--- src/rtl/csr_trap_sequencer.sv ---
// CSR trap/MRET sequencer: drives the CSR file's read and write ports to
// perform trap entry (mepc, mcause, mtval, mstatus) and MRET, then
// redirects the PC. Outputs are decoded from the registered state and latches.
module csr_trap_sequencer #(
  parameter bit         VECTORED_EN = 1'b1,
  parameter logic [1:0] MPP_VALUE   = 2'b11
) (
  input  logic        clk,
  input  logic        rst_n,
  input  logic        trap_req,
  input  logic [31:0] trap_cause,
  input  logic [31:0] trap_epc,
  input  logic [31:0] trap_tval,
  input  logic        mret_req,
  input  logic [31:0] mtvec_in,
  input  logic [31:0] csr_rd_data,
  output logic        busy,
  output logic        trap_ack,
  output logic [11:0] csr_rd_addr,
  output logic [11:0] csr_wr_addr,
  output logic [31:0] csr_wr_data,
  output logic        wr_csr_n,
  output logic        mret_pulse,
  output logic        redirect_valid,
  output logic [31:0] redirect_pc
);

  localparam logic [11:0] AddrMstatus = 12'h300;
  localparam logic [11:0] AddrMepc    = 12'h341;
  localparam logic [11:0] AddrMcause  = 12'h342;
  localparam logic [11:0] AddrMtval   = 12'h343;

  typedef enum logic [2:0] {
    StIdle,
    StTEpc,
    StTCause,
    StTTval,
    StTStatus,
    StTRedir,
    StMRead,
    StMRedir
  } state_e;

  state_e      state_q;
  logic [31:0] cause_q;
  logic [31:0] epc_q;
  logic [31:0] tval_q;
  logic [31:0] redirect_q;

  logic [31:0] trap_pc;
  logic [31:0] status_new;

  // Trap target from live mtvec; MODE 2/3 fall back to direct.
  always_comb begin
    trap_pc = {mtvec_in[31:2], 2'b00};
    if (VECTORED_EN && (mtvec_in[1:0] == 2'b01) && cause_q[31]) begin
      trap_pc = {mtvec_in[31:2], 2'b00} + {cause_q[29:0], 2'b00};
    end
  end

  // mstatus trap-entry update: MPIE <= MIE, MIE <= 0, MPP <= MPP_VALUE.
  always_comb begin
    status_new        = csr_rd_data;
    status_new[7]     = csr_rd_data[3];
    status_new[3]     = 1'b0;
    status_new[12:11] = MPP_VALUE;
  end

  // Sequencer state, request latches and the held redirect target.
  always_ff @(posedge clk or negedge rst_n) begin
    if (!rst_n) begin
      state_q    <= StIdle;
      cause_q    <= '0;
      epc_q      <= '0;
      tval_q     <= '0;
      redirect_q <= '0;
    end else begin
      unique case (state_q)
        StIdle: begin
          // Trap has priority; a concurrent MRET is dropped and flushed upstream.
          if (trap_req) begin
            cause_q <= trap_cause;
            epc_q   <= trap_epc;
            tval_q  <= trap_tval;
            state_q <= StTEpc;
          end else if (mret_req) begin
            state_q <= StMRead;
          end
        end
        StTEpc:    state_q <= StTCause;
        StTCause:  state_q <= StTTval;
        StTTval:   state_q <= StTStatus;
        StTStatus: state_q <= StTRedir;
        StTRedir: begin
          redirect_q <= trap_pc;
          state_q    <= StIdle;
        end
        StMRead: begin
          redirect_q <= csr_rd_data;
          state_q    <= StMRedir;
        end
        StMRedir:  state_q <= StIdle;
        default:   state_q <= StIdle;
      endcase
    end
  end

  // Port decode from state; unused address/data ports are held at zero.
  always_comb begin
    busy           = (state_q != StIdle);
    trap_ack       = 1'b0;
    csr_rd_addr    = '0;
    csr_wr_addr    = '0;
    csr_wr_data    = '0;
    wr_csr_n       = 1'b1;
    mret_pulse     = 1'b0;
    redirect_valid = 1'b0;
    redirect_pc    = redirect_q;
    unique case (state_q)
      StTEpc: begin
        trap_ack    = 1'b1;
        wr_csr_n    = 1'b0;
        csr_wr_addr = AddrMepc;
        csr_wr_data = epc_q;
      end
      StTCause: begin
        wr_csr_n    = 1'b0;
        csr_wr_addr = AddrMcause;
        csr_wr_data = cause_q;
      end
      StTTval: begin
        wr_csr_n    = 1'b0;
        csr_wr_addr = AddrMtval;
        csr_wr_data = tval_q;
      end
      StTStatus: begin
        wr_csr_n    = 1'b0;
        csr_rd_addr = AddrMstatus;
        csr_wr_addr = AddrMstatus;
        csr_wr_data = status_new;
      end
      StTRedir: begin
        redirect_valid = 1'b1;
        redirect_pc    = trap_pc;
      end
      StMRead: begin
        csr_rd_addr = AddrMepc;
        mret_pulse  = 1'b1;
      end
      StMRedir: begin
        redirect_valid = 1'b1;
      end
      default: ;
    endcase
  end

endmodule

--- config.mk ---
export PLATFORM = sky130hd
export DESIGN_NAME = csr_trap_sequencer
export DESIGN_NICKNAME = d
export VERILOG_FILES = /design/src/rtl/csr_trap_sequencer.sv
export SDC_FILE = /design/constraint.sdc
export NUM_CORES = 1
export LEC_CHECK = 0
export ABC_AREA = 1
export ABC_CLOCK_PERIOD_IN_PS = 4000
export BUFFER_PORTS_ARGS = -buffer_cell sky130_fd_sc_hd__buf_2
export CORE_MARGIN = 3
export CORE_UTILIZATION = 45
export DETAILED_ROUTE_END_ITERATION = 10
export PLACE_DENSITY = 0.71
export SETUP_SLACK_MARGIN = 0.3
export SYNTH_ARGS = -nofsm -noshare
export SYNTH_HDL_FRONTEND = slang
export SYNTH_SLANG_ARGS = --single-unit
--- constraint.sdc ---
create_clock -name clk -period 4 [get_ports clk]
set_input_delay 0.8 -clock clk [delete_from_list [all_inputs] [get_ports clk]]
set_output_delay 0.8 -clock clk [all_outputs]
set_load 0.01 [all_outputs]
# After elaboration in Yosys (flattened, before gate mapping)
# Index checks and enable logic that the tools add are counted.
totals:
  ff_bits: 131
  latch_bits: 0
  mem_bits_rw: 0
  mem_bits_ro: 0
  in_bits: 164
  elab_cells: 35
  memories: 0
classes:
  add_sub_neg: 1
  mul: 0
  div: 0
  magnitude_cmp: 0
  eq_ne: 9
  n_shift: 0
  mux: 13
  bitwise_logic: 0
  n_reduce_logical: 7
op_table:
  columns: ["cell", "count"]
  rows:
  - ["case mux 32 bit (4 select lines)", 1]
  - ["2-to-1 mux 32 bit", 2]
  - ["case mux 32 bit (2 select lines)", 1]
  - ["case mux 10 bit (4 select lines)", 1]
  - ["adder 32 bit", 1]
  - ["case mux 3 bit (7 select lines)", 1]
  - ["case mux 10 bit (2 select lines)", 1]
  - ["== test 3 bit, second input constant", 4]
  - ["== test 3 x 2 -> 1 bit, second input constant", 2]
  - ["2-to-1 mux 3 bit", 2]
  - ["2-to-1 mux 1 bit", 4]
  - ["OR reduction 4 bit", 1]
  - ["== test 3 x 1 -> 1 bit, second input constant", 1]
  - ["logical NOT 3 bit", 1]
  - ["!= test 3 bit, second input constant", 1]
  - ["nonzero test 3 bit", 1]
  - ["== test 2 x 1 -> 1 bit, second input constant", 1]
  - ["AND reduction 2 bit", 1]
  - ["nonzero test 2 bit", 1]
  - ["OR reduction 2 bit", 1]
  - ["logical AND 1 bit", 1]

# Logic depth before layout (Yosys ltp)
depth:
  depth_word: 4
  ltp_mapped: 16
  ltp_nobuf: 16

# Least setup slack after synthesis
# No wires, ideal clock.
synth_path:
  path_kind: "input -> output"
  startpoint: "input mtvec_in[2]"
  endpoint: "output redirect_pc[26]"
  arrival_ps: 2254
  path_slack_ps: 946
  stages: 14
  n_path_buf: 0
  path_cell_list: "ha_1 fa_1 nand3_1 nand3_2 nand2_1 nand2_1 nand2_1 nand2_1 nand2_1 nand2_1 nand2_1 nand3_1 nand2_1 nand2_1"
synth_via:
  elab_chain_cells: 3
synth_rtl:
  columns: ["item", "line_no", "text"]
  rows:
  - ["start: declaration", "15", "input logic [31:0] mtvec_in,"]
  - ["adder 32 bit", "57", "trap_pc = {mtvec_in[31:2], 2'b00} + {cause_q[29:0], 2'b00};"]
  - ["2-to-1 mux 32 bit", "56", "if (VECTORED_EN && (mtvec_in[1:0] == 2'b01) && cause_q[31]) begin"]
  - ["2-to-1 mux 32 bit", "119", "unique case (state_q)"]
  - ["end: declaration", "25", "output logic [31:0] redirect_pc"]
# Every way passes these cells.

# Final worst setup path
layout_path:
  startpoint: "input mtvec_in[2]"
  endpoint: "output redirect_pc[14]"
# Same word-level chain as after synthesis.

==> qor.txt <==
Worst setup SP type = primary input
GRT Util Overall = 28.7%
Ys flop type = dfrtp_1
Synth-to-layout area growth = 22.3%
Setup-failing EPs final = 0
Syn_area_per_cell = 6.37 um^2
Fmax = 0.282 GHz
Final Max Slew Viols = 0
Commonest non-fill, non-tap cell in the layout = nand2_1
XOR/XNOR share of the synthesized area = 1.52%
Worst Clk Skew = 9.80 ps
Total congestion overflow = 0
Core Area = 18,800 um^2
Pwr Density = 791 nW/um^2
Pin count of the biggest net entering global routing = 97
Worst Path Max Fanout = 4
Drt drc = 0
Synth Area in Compound Gates = 4.38%
Synth Area in Adders = 4.43%
Status = complete, no violations
Non-filler cells, final = 1,834
Design area = 10,600 um^2
Cell variety after synth = 32
Register area share after synthesis = 37.9%
Initial Util = 46.1%
Largest family of logic cells by synthesized area = simple AND/OR/NAND/NOR gates
Post-Syn Instances = 1,359
First-pass iteration count of the detailed router = 5
Via count = 9,178
Setup_tns = 0 ps
Register Area = 3280 um^2
Drt first-iter violations = 659
Ratio of cells with drive above 1 in the final layout = 19.6%
MaxCap Viol Count = 0
CTS clock-pin slew for the worst setup and hold paths = 70 ps
Antenna violations before repair = 7
R2R depth = 12
Area share of the largest cell type after synthesis = 37.9%
Synth Warn # = 0
Final WL = 29,500 um
Multi-input logic area = 4670 um^2
Root cell of the clock tree = clkbuf_16
Die X-Extent = 145 um
I/O pin cnt = 257
Most frequent cells in the layout = 753 x nand2_1, 240 x buf_2, 130 x dfrtp_1, 107 x inv_1, 94 x nor2_1
Post-synthesis mux area share = 0%
Post-synth EDFFs = 0
Period utilisation layout = 88.5%
Number of H-tree levels = 4
Worst-margin pin slew = 959 ps
Type of destination of the critical path = output port
Final ANT Viol Nets = 0
Die height = 145 um
Area leader, netlist = dfrtp_1
Worst Path Class, Setup = in -> out
Final nets = 1,774
Fillers = 1,933
Worst endpoint required time = 3200 ps
Tot Pwr = 8370 uW
Vias in the first global route = 8,873
Placed insts = 1,794
Dpl cell area = 9970 um^2
Worst hold path class = in -> async
Simple-gate share of the synthesized area = 42.9%
Synth top area cells = dfrtp_1 38%, nand2_1 33%, inv_1 4.6%
CTS Buf Count = 17
Sink Count = 131
Crit path DAT = 2740 ps
Synthesis-stage register bit count = 131
Slew HR = 36.1%
VDD IR-drop max = 0.000680 V
PortBufs = 241
Synth async-reset ratio = 100%
Clock Latency Late Sink = 420 ps
Site Rows = 50
Fin crit period = 3540 ps
First-pass GRT wire length = 46,300 um
P_leak = 0.00624 uW
Endpoints failing hold = 0
CTS tree = done
Unrepaired setup endpoints after global routing = false
Clock Path Buffers = 2
Syn Std Cell Area = 8650 um^2
DP HPWL = 23,000 um
Die area = 20,900 um^2
Drt via density = 5.00
Routability Congestion = 0.967
Drt wl/cell = 16.1 um
-- kinds of logic (layout without fill, tap and decap cells) --
| group | Yosys count | in the layout |
|---|---|---|
| simple gates | 937 | 937 |
| xor+xnor | 15 | 15 |
| fa+ha+maj | 30 | 30 |
| flops | 131 | 131 |
| buf+inv | 179 | 399 |
| compound gates | 66 | 66 |
| other cells | 1 | 22 |
-- path summary, 6_finish.rpt --
check	start	endpoint	slack, ps
worst max-delay path	mtvec_in[2]	redirect_pc[14]	460
worst min-delay path	rst_n	redirect_q[30]$_DFFE_PN0P_	390
worst max register to register	cause_q[0]$_DFFE_PN0P_	redirect_q[14]$_DFFE_PN0P_	1630
worst min register to register	epc_q[20]$_DFFE_PN0P_	epc_q[20]$_DFFE_PN0P_	470
max in group asynchronous	rst_n	cause_q[0]$_DFFE_PN0P_	2690
min in group clk	epc_q[20]$_DFFE_PN0P_	epc_q[20]$_DFFE_PN0P_	470
-- repair_timing --
| action | 4_1_cts | 5_1_grt |
|---|---|---|
| buffers inserted | 0 | 1 |
| gates resized for setup | 0 | 2 |
| endpoints found under the setup margin | 0 | 7 |
| hold buffers | 0 | 0 |
-- cells in the mapped netlist, types with 12 or more instances --
cell        n
a21oi_1    26
buf_2      14
buf_4      20
clkbuf_1   26
dfrtp_1   131
ha_1       29
inv_1     107
nand2_1   753
nand3_1    36
nand4_1    33
nor2_1     97
o21ai_0    12
-- worst max-delay path: stages --
cell and delay (ps):
buf_2 110, ha_1 250, fa_2 380, nand3_1 110, nand3_2 130, nand3_1 100
nand3b_1 170, buf_4 190, xor2_1 130, nor2_1 70, o21ai_2 150, buf_2 150
-- cell type report --
type                            count  area share (%)
Multi-Input combinational cell   1063            44.1
Sequential cell                   131            31.0
Timing Repair Buffer              255            12.4
Clock buffer                       18            4.15
Inverter                          112            3.97
Tap cell                          234            2.77
Clock inverter                     14            1.37
Antenna cell                        7           0.166
-- registers in the layout, indices dropped and copies added, names as in the netlist --
signal	flops
cause_q	32
tval_q	32
redirect_q	32
state_q	3
epc_q	32
-- power by group --
group,total [uW],internal (uW),switching [uW]
clock network,1550,891,657
logic,4410,1550,2870
registers,2410,1960,452
total,8370,4400,3980
-- routing by layer --
layer | up-vias | GRT usage, % | wire [um]
met5 | - | 0 | 13
met4 | 2 | 9.47 | 741
met3 | 45 | 3.65 | 1650
met1 | 4207 | 41.0 | 13600
met2 | 310 | 45.3 | 13500
li1 | 4614 | - | -
-- metrics by stage --
| step | hold slack [ps] | worst slack [ps] | util [%] |
|---|---|---|---|
| after floorplan | 442 | 946 | - |
| after global placement | 453 | 471 | 53.1 |
| after detailed placement | 458 | 430 | 53.1 |
| after CTS | 426 | 392 | 56.2 |
| after global routing | 439 | 308 | 56.4 |
| final | 393 | 459 | 56.4 |
(Power assumes the default switching activity.)
